`config.mk`:
```
export PLATFORM = sky130hd
export DESIGN_NAME = pipeline_hazard_ctrl
export DESIGN_NICKNAME = d
export VERILOG_FILES = /design/src/rtl/pipeline_ctrl_pkg.sv /design/src/rtl/pipeline_hazard_ctrl_hazard_detect.sv /design/src/rtl/pipeline_hazard_ctrl.sv
export SDC_FILE = /design/constraint.sdc
export NUM_CORES = 1
export LEC_CHECK = 0
export BUFFER_PORTS_ARGS = -buffer_cell sky130_fd_sc_hd__buf_2
export CAP_MARGIN = 5
export CORE_MARGIN = 2
export CORE_UTILIZATION = 45
export CTS_BUF_LIST = sky130_fd_sc_hd__clkbuf_8
export DETAILED_ROUTE_END_ITERATION = 16
export MAX_ROUTING_LAYER = met4
export PLACE_DENSITY_LB_ADDON = 0.2
export SLEW_MARGIN = 20
export SYNTH_ARGS = -nofsm -noshare
export SYNTH_HDL_FRONTEND = slang
export SYNTH_SLANG_ARGS = --single-unit
```
`constraint.sdc`:
```
create_clock -name clk_i -period 2.5 [get_ports clk_i]
set_clock_uncertainty 0.15 [all_clocks]
set_input_delay 0.375 -clock clk_i [delete_from_list [all_inputs] [get_ports clk_i]]
set_output_delay 0.375 -clock clk_i [all_outputs]
set_load 0.02 [all_outputs]
```
`src/rtl/pipeline_ctrl_pkg.sv`:
```
// Shared types and default parameters for the pipeline hazard controller.
package pipeline_ctrl_pkg;

    localparam int unsigned ADDR_W_DEF       = 5;
    localparam int unsigned CNT_W_DEF        = 16;
    localparam int unsigned MISS_TIMEOUT_DEF = 1024;

    typedef enum logic [1:0] {
        ST_IDLE    = 2'd0,
        ST_RUN     = 2'd1,
        ST_MISS    = 2'd2,
        ST_ILLEGAL = 2'd3
    } state_e;

    typedef struct packed {
        logic pc_write;
        logic if_id_write;
        logic if_id_flush;
        logic id_ex_bubble;
        logic ex_mem_write;
        logic mem_wb_write;
    } stage_ctrl_t;

    localparam stage_ctrl_t CTRL_HOLD = '{default: 1'b0};
    localparam stage_ctrl_t CTRL_FLOW = '{pc_write: 1'b1, if_id_write: 1'b1, if_id_flush: 1'b0,
                                          id_ex_bubble: 1'b0, ex_mem_write: 1'b1, mem_wb_write: 1'b1};

endpackage

```
`src/rtl/pipeline_hazard_ctrl_hazard_detect.sv`:
```
// Combinational load-use compare between the load in EX and the sources in ID.
module hazard_detect
    import pipeline_ctrl_pkg::*;
#(
    parameter int unsigned ADDR_W = ADDR_W_DEF
) (
    input  logic              mem_read_i,
    input  logic [ADDR_W-1:0] rd_addr_i,
    input  logic [ADDR_W-1:0] rs1_addr_i,
    input  logic [ADDR_W-1:0] rs2_addr_i,
    output logic              load_use_o
);

    // x0 is hardwired to zero, so a load into it never creates a dependency
    always_comb begin
        load_use_o = mem_read_i && (rd_addr_i != '0) &&
                     ((rd_addr_i == rs1_addr_i) || (rd_addr_i == rs2_addr_i));
    end

endmodule

```
`src/rtl/pipeline_hazard_ctrl.sv`:
```
// Pipeline hazard controller: run/miss FSM, zero-latency stage controls,
// saturating hazard statistics and a sticky cache-stall timeout.
module pipeline_hazard_ctrl
    import pipeline_ctrl_pkg::*;
#(
    parameter int unsigned ADDR_W       = ADDR_W_DEF,
    parameter int unsigned CNT_W        = CNT_W_DEF,
    parameter int unsigned MISS_TIMEOUT = MISS_TIMEOUT_DEF
) (
    input  logic              clk_i,
    input  logic              rst_i,
    input  logic              start_i,
    input  logic              ID_EX_MemRead_i,
    input  logic [ADDR_W-1:0] ID_EX_RDaddr_i,
    input  logic [ADDR_W-1:0] IF_ID_RS1addr_i,
    input  logic [ADDR_W-1:0] IF_ID_RS2addr_i,
    input  logic              branch_taken_i,
    input  logic              dcache_stall_i,
    output logic              PC_write_o,
    output logic              IF_ID_write_o,
    output logic              IF_ID_flush_o,
    output logic              ID_EX_bubble_o,
    output logic              EX_MEM_write_o,
    output logic              MEM_WB_write_o,
    output logic [1:0]        state_o,
    output logic [CNT_W-1:0]  loaduse_cnt_o,
    output logic [CNT_W-1:0]  miss_cnt_o,
    output logic [CNT_W-1:0]  flush_cnt_o,
    output logic              timeout_o
);

    localparam int unsigned STALL_W = $clog2(MISS_TIMEOUT + 1);

    state_e             state_q, state_d;
    logic [CNT_W-1:0]   loaduse_cnt_q, loaduse_cnt_d;
    logic [CNT_W-1:0]   miss_cnt_q, miss_cnt_d;
    logic [CNT_W-1:0]   flush_cnt_q, flush_cnt_d;
    logic [STALL_W-1:0] stall_run_q, stall_run_d;
    logic               timeout_q, timeout_d;

    logic        load_use;
    logic        active;
    logic        stall_hit;
    logic        loaduse_hit;
    logic        flush_hit;
    stage_ctrl_t ctrl;

    hazard_detect #(.ADDR_W(ADDR_W)) u_hazard_detect (
        .mem_read_i (ID_EX_MemRead_i),
        .rd_addr_i  (ID_EX_RDaddr_i),
        .rs1_addr_i (IF_ID_RS1addr_i),
        .rs2_addr_i (IF_ID_RS2addr_i),
        .load_use_o (load_use)
    );

    // State register
    always_ff @(posedge clk_i) begin
        if (!rst_i) begin
            state_q <= ST_IDLE;
        end else begin
            state_q <= state_d;
        end
    end

    // Next-state logic
    always_comb begin
        state_d = state_q;
        case (state_q)
            ST_IDLE: if (start_i) state_d = ST_RUN;
            ST_RUN: begin
                if (!start_i)            state_d = ST_IDLE;
                else if (dcache_stall_i) state_d = ST_MISS;
            end
            ST_MISS: begin
                if (!start_i)             state_d = ST_IDLE;
                else if (!dcache_stall_i) state_d = ST_RUN;
            end
            default: state_d = ST_IDLE;
        endcase
    end

    // Stage controls: cache stall outranks load-use, which outranks branch flush
    always_comb begin
        active      = (state_q == ST_RUN) || (state_q == ST_MISS);
        stall_hit   = active && dcache_stall_i;
        loaduse_hit = active && !dcache_stall_i && load_use;
        flush_hit   = active && !dcache_stall_i && !load_use && branch_taken_i;
        ctrl        = CTRL_HOLD;
        if (active && !stall_hit) begin
            ctrl = CTRL_FLOW;
            if (loaduse_hit) begin
                ctrl.pc_write     = 1'b0;
                ctrl.if_id_write  = 1'b0;
                ctrl.id_ex_bubble = 1'b1;
            end else if (flush_hit) begin
                ctrl.if_id_flush  = 1'b1;
            end
        end
    end

    // Statistics and consecutive-stall tracking
    always_comb begin
        loaduse_cnt_d = loaduse_cnt_q;
        miss_cnt_d    = miss_cnt_q;
        flush_cnt_d   = flush_cnt_q;
        stall_run_d   = '0;
        timeout_d     = timeout_q;
        if (loaduse_hit && (loaduse_cnt_q != '1)) loaduse_cnt_d = loaduse_cnt_q + CNT_W'(1);
        if (stall_hit && (miss_cnt_q != '1))      miss_cnt_d    = miss_cnt_q + CNT_W'(1);
        if (flush_hit && (flush_cnt_q != '1))     flush_cnt_d   = flush_cnt_q + CNT_W'(1);
        if (state_q == ST_MISS) begin
            stall_run_d = stall_run_q;
            if (stall_run_q != STALL_W'(MISS_TIMEOUT)) stall_run_d = stall_run_q + STALL_W'(1);
            if (stall_run_q >= STALL_W'(MISS_TIMEOUT - 1)) timeout_d = 1'b1;
        end
    end

    always_ff @(posedge clk_i) begin
        if (!rst_i) begin
            loaduse_cnt_q <= '0;
            miss_cnt_q    <= '0;
            flush_cnt_q   <= '0;
            stall_run_q   <= '0;
            timeout_q     <= 1'b0;
        end else begin
            loaduse_cnt_q <= loaduse_cnt_d;
            miss_cnt_q    <= miss_cnt_d;
            flush_cnt_q   <= flush_cnt_d;
            stall_run_q   <= stall_run_d;
            timeout_q     <= timeout_d;
        end
    end

    assign PC_write_o     = ctrl.pc_write;
    assign IF_ID_write_o  = ctrl.if_id_write;
    assign IF_ID_flush_o  = ctrl.if_id_flush;
    assign ID_EX_bubble_o = ctrl.id_ex_bubble;
    assign EX_MEM_write_o = ctrl.ex_mem_write;
    assign MEM_WB_write_o = ctrl.mem_wb_write;
    assign state_o        = state_q;
    assign loaduse_cnt_o  = loaduse_cnt_q;
    assign miss_cnt_o     = miss_cnt_q;
    assign flush_cnt_o    = flush_cnt_q;
    assign timeout_o      = timeout_q;

endmodule

```
=== Word-level counts from Yosys, hierarchy flattened ===
Cells that the tools add are included.

* Bits of input ports: 21
* Bits in registers: 62
* Word-level logic and storage cells: 54

* Magnitude comparators: 1
* Reduce and logical (&&, ||, !) cells: 21
* Add/subtract/negate cells: 4
* Muxes and demuxes: 11
* Eq/ne operators: 11

{| class="wikitable"
|+ Operator list
! cell !! number
|-
| $add 16x1->16 const B || 3
|-
| $ne 16x16->1 const B || 3
|-
| $mux 2 || 6
|-
| $add 11x1->11 const B || 1
|-
| $ge 11x10->1 const B || 1
|-
| $logic_and 1x1->1 || 11
|-
| $ne 11x11->1 const B || 1
|-
| $eq 5x5->1 || 2
|-
| $mux 6 || 1
|-
| $ne 3x3->1 const B || 2
|-
| $pmux 2 s3 || 1
|-
| $reduce_bool 5->1 || 1
|-
| $reduce_and 2->1 || 2
|-
| $logic_not 1->1 || 3
|-
| $mux 1 || 3
|-
| $reduce_and 3->1 || 1
|-
| $eq 2x1->1 const B || 1
|-
| $eq 2x2->1 const B || 1
|-
| $logic_not 2->1 || 1
|-
| $logic_or 1x1->1 || 2
|-
| $ne 2x2->1 const B || 1
|}

=== Depth between registers and ports, before layout ===
* Word-level depth: 9
* Gate-level depth with buffers: 10
* Gate-level depth less buffers: 8

=== Hierarchy ===
From an unflattened synthesis, not the netlist that was laid out.

* Cell total of the unflattened synthesis: 377
* Area total of the unflattened synthesis: 3,296.9 um^2

{| class="wikitable"
|+ Modules (own cells, without submodules)
! module !! cells an instance !! area an instance (um^2) !! instances
|-
| pipeline_hazard_ctrl || 360 || 3,171.8 || 1
|-
| hazard_detect || 17 || 125.1 || 1
|}

=== Least setup slack after synthesis ===
Ideal clock, no wire load.

* Path kind: register to register
* From: register state_q[1], in the netlist state_o[1]
* To: register flush_cnt_q[7], in the netlist flush_cnt_o[7]
* Arrival: 2.351 ns
* Setup time: 0.072 ns
* Path slack: -0.072 ns
* Stages on the path, launching flop included: 11
* Data required time: 2.278 ns
* Cells stage by stage: dfxtp_1 inv_1 ha_1 nand2b_1 inv_1 and2_1 buf_2 nand2_1 buf_2 nor4b_1 mux2i_1

* Cells in the longest elaborated chain, start to end: 6
* Elaborated cells between the ends (all ways): 7
* Classes of those cells: eq/ne: 2; reduce/logical: 5

{| class="wikitable"
|+ RTL lines
! what !! line !! RTL
|-
| start, declared || pipeline_hazard_ctrl.sv:34 || <nowiki>state_e state_q, state_d;</nowiki>
|-
| start signal, assigned || pipeline_hazard_ctrl.sv:61 || <nowiki>state_q <= state_d;</nowiki>
|-
| $eq 2x1->1 / $eq 2x2->1 (equally long branches) || pipeline_hazard_ctrl.sv:84 || <nowiki>active = (state_q == ST_RUN) || (state_q == ST_MISS);</nowiki>
|-
| $logic_or 1x1->1 * || pipeline_hazard_ctrl.sv:84 ||
|-
| $logic_and 1x1->1 * (3 in a row) || pipeline_hazard_ctrl.sv:87 || <nowiki>flush_hit = active && !dcache_stall_i && !load_use && branch_taken_i;</nowiki>
|-
| $logic_and 1x1->1 * || pipeline_hazard_ctrl.sv:110 || <nowiki>if (flush_hit && (flush_cnt_q != '1)) flush_cnt_d = flush_cnt_q + CNT_W'(1);</nowiki>
|-
| end signal, assigned || pipeline_hazard_ctrl.sv:128 || <nowiki>flush_cnt_q <= flush_cnt_d;</nowiki>
|-
| end, declared || pipeline_hazard_ctrl.sv:37 || <nowiki>logic [CNT_W-1:0] flush_cnt_q, flush_cnt_d;</nowiki>
|}

Every way passes the cells marked *; elsewhere a longest branch is shown, timed or not.
A chain may end at the register's enable or synchronous reset.

=== Final worst setup path ===
* From: input ID_EX_RDaddr_i[0]
* To: output IF_ID_flush_o

* Cells in the longest elaborated chain, start to end: 9
* Elaborated cells between the ends (all ways): 13
* Classes of those cells: eq/ne: 2; mux: 3; reduce/logical: 8

{| class="wikitable"
|+ RTL lines
! what !! line !! RTL
|-
| start, declared || pipeline_hazard_ctrl.sv:14 || <nowiki>input logic [ADDR_W-1:0] ID_EX_RDaddr_i,</nowiki>
|-
| $eq 5x5->1 / $reduce_bool 5->1 (equally long branches) || pipeline_hazard_ctrl_hazard_detect.sv:17, pipeline_hazard_ctrl_hazard_detect.sv:16 ||
|-
| $logic_or 1x1->1 / $logic_and 1x1->1 (equally long branches) || pipeline_hazard_ctrl_hazard_detect.sv:17, pipeline_hazard_ctrl_hazard_detect.sv:16 ||
|-
| $logic_and 1x1->1 * || pipeline_hazard_ctrl_hazard_detect.sv:16 || <nowiki>load_use_o = mem_read_i && (rd_addr_i != '0) &&</nowiki>
|-
| $logic_not 1->1 || pipeline_hazard_ctrl.sv:87 ||
|-
| $logic_and 1x1->1 (2 in a row) || pipeline_hazard_ctrl.sv:87 ||
|-
| $mux 1 || pipeline_hazard_ctrl.sv:95 || <nowiki>end else if (flush_hit) begin</nowiki>
|-
| $mux 1 * || pipeline_hazard_ctrl.sv:91 || <nowiki>if (loaduse_hit) begin</nowiki>
|-
| $mux 6 * || pipeline_hazard_ctrl.sv:89 || <nowiki>if (active && !stall_hit) begin</nowiki>
|-
| end, declared || pipeline_hazard_ctrl.sv:21 || <nowiki>output logic IF_ID_flush_o,</nowiki>
|}

Marks and branches as above.

==> flow_metrics.py <==
metrics = {
    "clocking": {
        "cts_resized": 2,
        "numCtsBuffers": 9,
        "root_buffer": "clkbuf_8",
        "numClockSinks": 62,
        "htree_levels": 3,
        "cts_setup_buffers": 0,
        "clk_pin_slew_ns": 0.08,
        "cts_tree": "yes",
        "clockBufferDepth": 2,
        "postCtsHoldBufs": 0,
        "clkLatencyLatePin_ns": 0.35,
    },
    "synth": {
        "ys_ff_latch": 62,
        "synth-compound-area-share_pct": 12.6,
        "syn_nets": 437,
        "synth_edf_count": 0,
        "synth_xor_area_share_pct": 7.29,
        "yosysWarnings": 0,
        "synth_fa_ha_area_share_pct": 3.35,
        "syn_area_um2": 3370,
        "synth_mux_area_share_pct": 4.50,
        "synth_cells": 407,
        "async_flop_share_pct": 0,
        "avgSynthCellArea_um2": 8.27,
        "synth-seq-area-share_pct": 36.9,
        "synth-simple-area-share_pct": 31.3,
        "synth_top_family_by_area": "simple AND/OR/NAND/NOR gates",
        "ys.flop_type": "dfxtp_1",
        "post_synth_num_cell_types": 51,
    },
    "worst_setup_path": {
        "rr_startpoint": "state_o[1]$_SDFFE_PN0P_",
        "r2r-end": "loaduse_cnt_o[15]$_SDFFE_PN0P_",
        "worstSetupStartpoint": "ID_EX_RDaddr_i[0]",
        "end_kind": "output pin",
        "reg2reg_depth": 7,
        "crit_end": "IF_ID_flush_o",
        "r2r_slack_ns": 0.27,
        "worstPathArrival_ns": 1.87,
        "required_ns": 1.98,
        "cp_max_fo": 36,
        "worstSetupStartpointType": "input port",
        "critPathKind": "in -> out",
    },
    "sta": {
        "finalSetupViolations": 0,
        "drv_slew": 0,
        "fin_crit_ns": 2.39,
        "finalHoldViolations": 0,
        "max-slew-margin-rel_pct": 51.4,
        "max_slew.worst_pin.slew_ns": 0.725,
        "timing.hold.ws_ns": 0.134,
        "fmax_ghz": 0.418,
        "period_share_pct": 95.8,
    },
    "layout": {
        "finalNetCount": 523,
        "areaGrowthSynthToFinish_pct": 24.1,
        "final_layout_size_suffix_gt1_share_pct": 24.3,
        "final_common_cell": "buf_2",
        "final_core_util_pct": 57.6,
        "ff_latch_area_um2": 1240,
        "fillers": 704,
        "fin_cells": 597,
        "final_cell_mix": "buf_2 (76), dfxtp_1 (62), nand2_1 (47), nor2_1 (36), a21oi_1 (25)",
        "multiInputGateArea_um2": 2010,
        "num_antenna_cells": 0,
        "fin_area_um2": 4180,
    },
    "worst_hold_path": {
        "hold_class": "in -> reg",
    },
    "route": {
        "drt_first_pass_iters": 4,
        "drt_iter0_markers": 112,
        "vias": 3210,
        "wl_um": 7730,
        "wl_per_cell_um": 12.9,
        "antenna_left": 0,
        "vias_per_cell": 5.38,
        "drcViolationCount": 0,
    },
    "floorplan": {
        "num_io_pins": 78,
        "initial_core_util_pct": 46.4,
        "core_um2": 7250,
        "die_h_um": 90.5,
        "rows": 31,
        "die_x_um": 90.5,
        "dieArea_um2": 8190,
    },
    "placed_design": {
        "dpl_cell_area_um2": 3910,
        "port_buffers": 77,
        "gp_congestion": 0.853,
        "placed_cells": 581,
        "dp_hpwl_um": 5670,
    },
    "power": {
        "p_per_area_nw_per_um2": 545,
        "p_leak_nw": 1.66,
        "peakVddDrop_mv": 0.310,
        "fin_total_pwr_mw": 2.28,
    },
    "run_status": {
        "outcome": "complete, no violations",
    },
    "flow_run": {
        "max-cap-violations": 0,
    },
    "global_route": {
        "track_usage_pct": 19.5,
        "grt.overflow.total": 0,
        "antenna_found_initial": 0,
        "grt_pass1_wl_um": 12900,
        "grt_max_degree": 38,
        "grt_pass1_vias": 2903,
    },
}
## critical path: stages
cell and delay, ns:
buf_2 0.12, or4_1 0.53, o21ai_2 0.16, or2_0 0.20
buf_12 0.20, and2_1 0.14, buf_4 0.13
## layout make-up
| class | instances | area share [%] |
|---|---|---|
| Inverter | 10 | 0.899 |
| Sequential cell | 62 | 29.7 |
| Multi-Input combinational cell | 317 | 48.1 |
| Clock buffer | 9 | 2.97 |
| Tap cell | 99 | 2.97 |
| Clock inverter | 7 | 2.88 |
| Timing Repair Buffer | 93 | 12.5 |
## how the worst min path moves through the flow
stage	startpoint	to	slack (ns)	depth (start not counted)
2_1_floorplan	stall_run_q[10]$_SDFFE_PN0P_	stall_run_q[10]$_SDFFE_PN0P_	0.31	2
3_3_place_gp	timeout_o$_SDFFE_PN0P_	timeout_o$_SDFFE_PN0P_	0.31	2
3_5_place_dp	flush_cnt_o[10]$_SDFFE_PN0P_	flush_cnt_o[10]$_SDFFE_PN0P_	0.32	2
4_1_cts	start_i	state_o[0]$_SDFFE_PN0P_	0.13	2
5_1_grt	start_i	state_o[0]$_SDFFE_PN0P_	0.14	2
6_report	start_i	state_o[0]$_SDFFE_PN0P_	0.13	2
## layer usage
| metal | wire length, µm | vias to the layer above | track usage [%] |
|---|---|---|---|
| met5 | 0 | - | - |
| met4 | 123 | 0 | 8.46 |
| met3 | 273 | 13 | 3.01 |
| met2 | 3660 | 57 | 31.7 |
| met1 | 3670 | 1498 | 24.0 |
| li1 | - | 1642 | - |
## kinds of logic after synthesis
logic type,after synthesis
simple gates,199
fa+ha+maj,9
compound gates,66
buf+inv,28
xor+xnor,28
flops,62
mux,15
## Yosys cell counts, types with 11 or more instances
cell type,n,share of area [%]
nand2b_1,14,2.6
or4_1,14,3.1
xor2_1,23,6.0
dfxtp_1,62,37
nor2_1,36,4.0
mux2i_1,14,4.2
and3_1,11,2.0
a21oi_1,25,3.7
nand4_1,13,2.4
o31ai_1,11,2.5
nand2_1,47,5.2
nand3_1,20,3.0
## registers in the layout, indices dropped and copies added (netlist names)
name and flops:
flush_cnt_o 16, loaduse_cnt_o 16, miss_cnt_o 16, stall_run_q 11
state_o 2, timeout_o 1
## stage by stage
stage	worst slack, ns	setup TNS (ns)
after global placement	0.0887	0
after floorplan	0.0122	0
after detailed placement	0.0850	0
after CTS	0.0272	0
after global routing	-0.00440	-0.00440
final	0.105	0
## report_power, final
part	switching [mW]	internal, mW
logic	0.107	0.0738
clock network	0.429	0.667
registers	0.00547	0.993
total	0.541	1.73
Power figures use the tool's default switching activity.
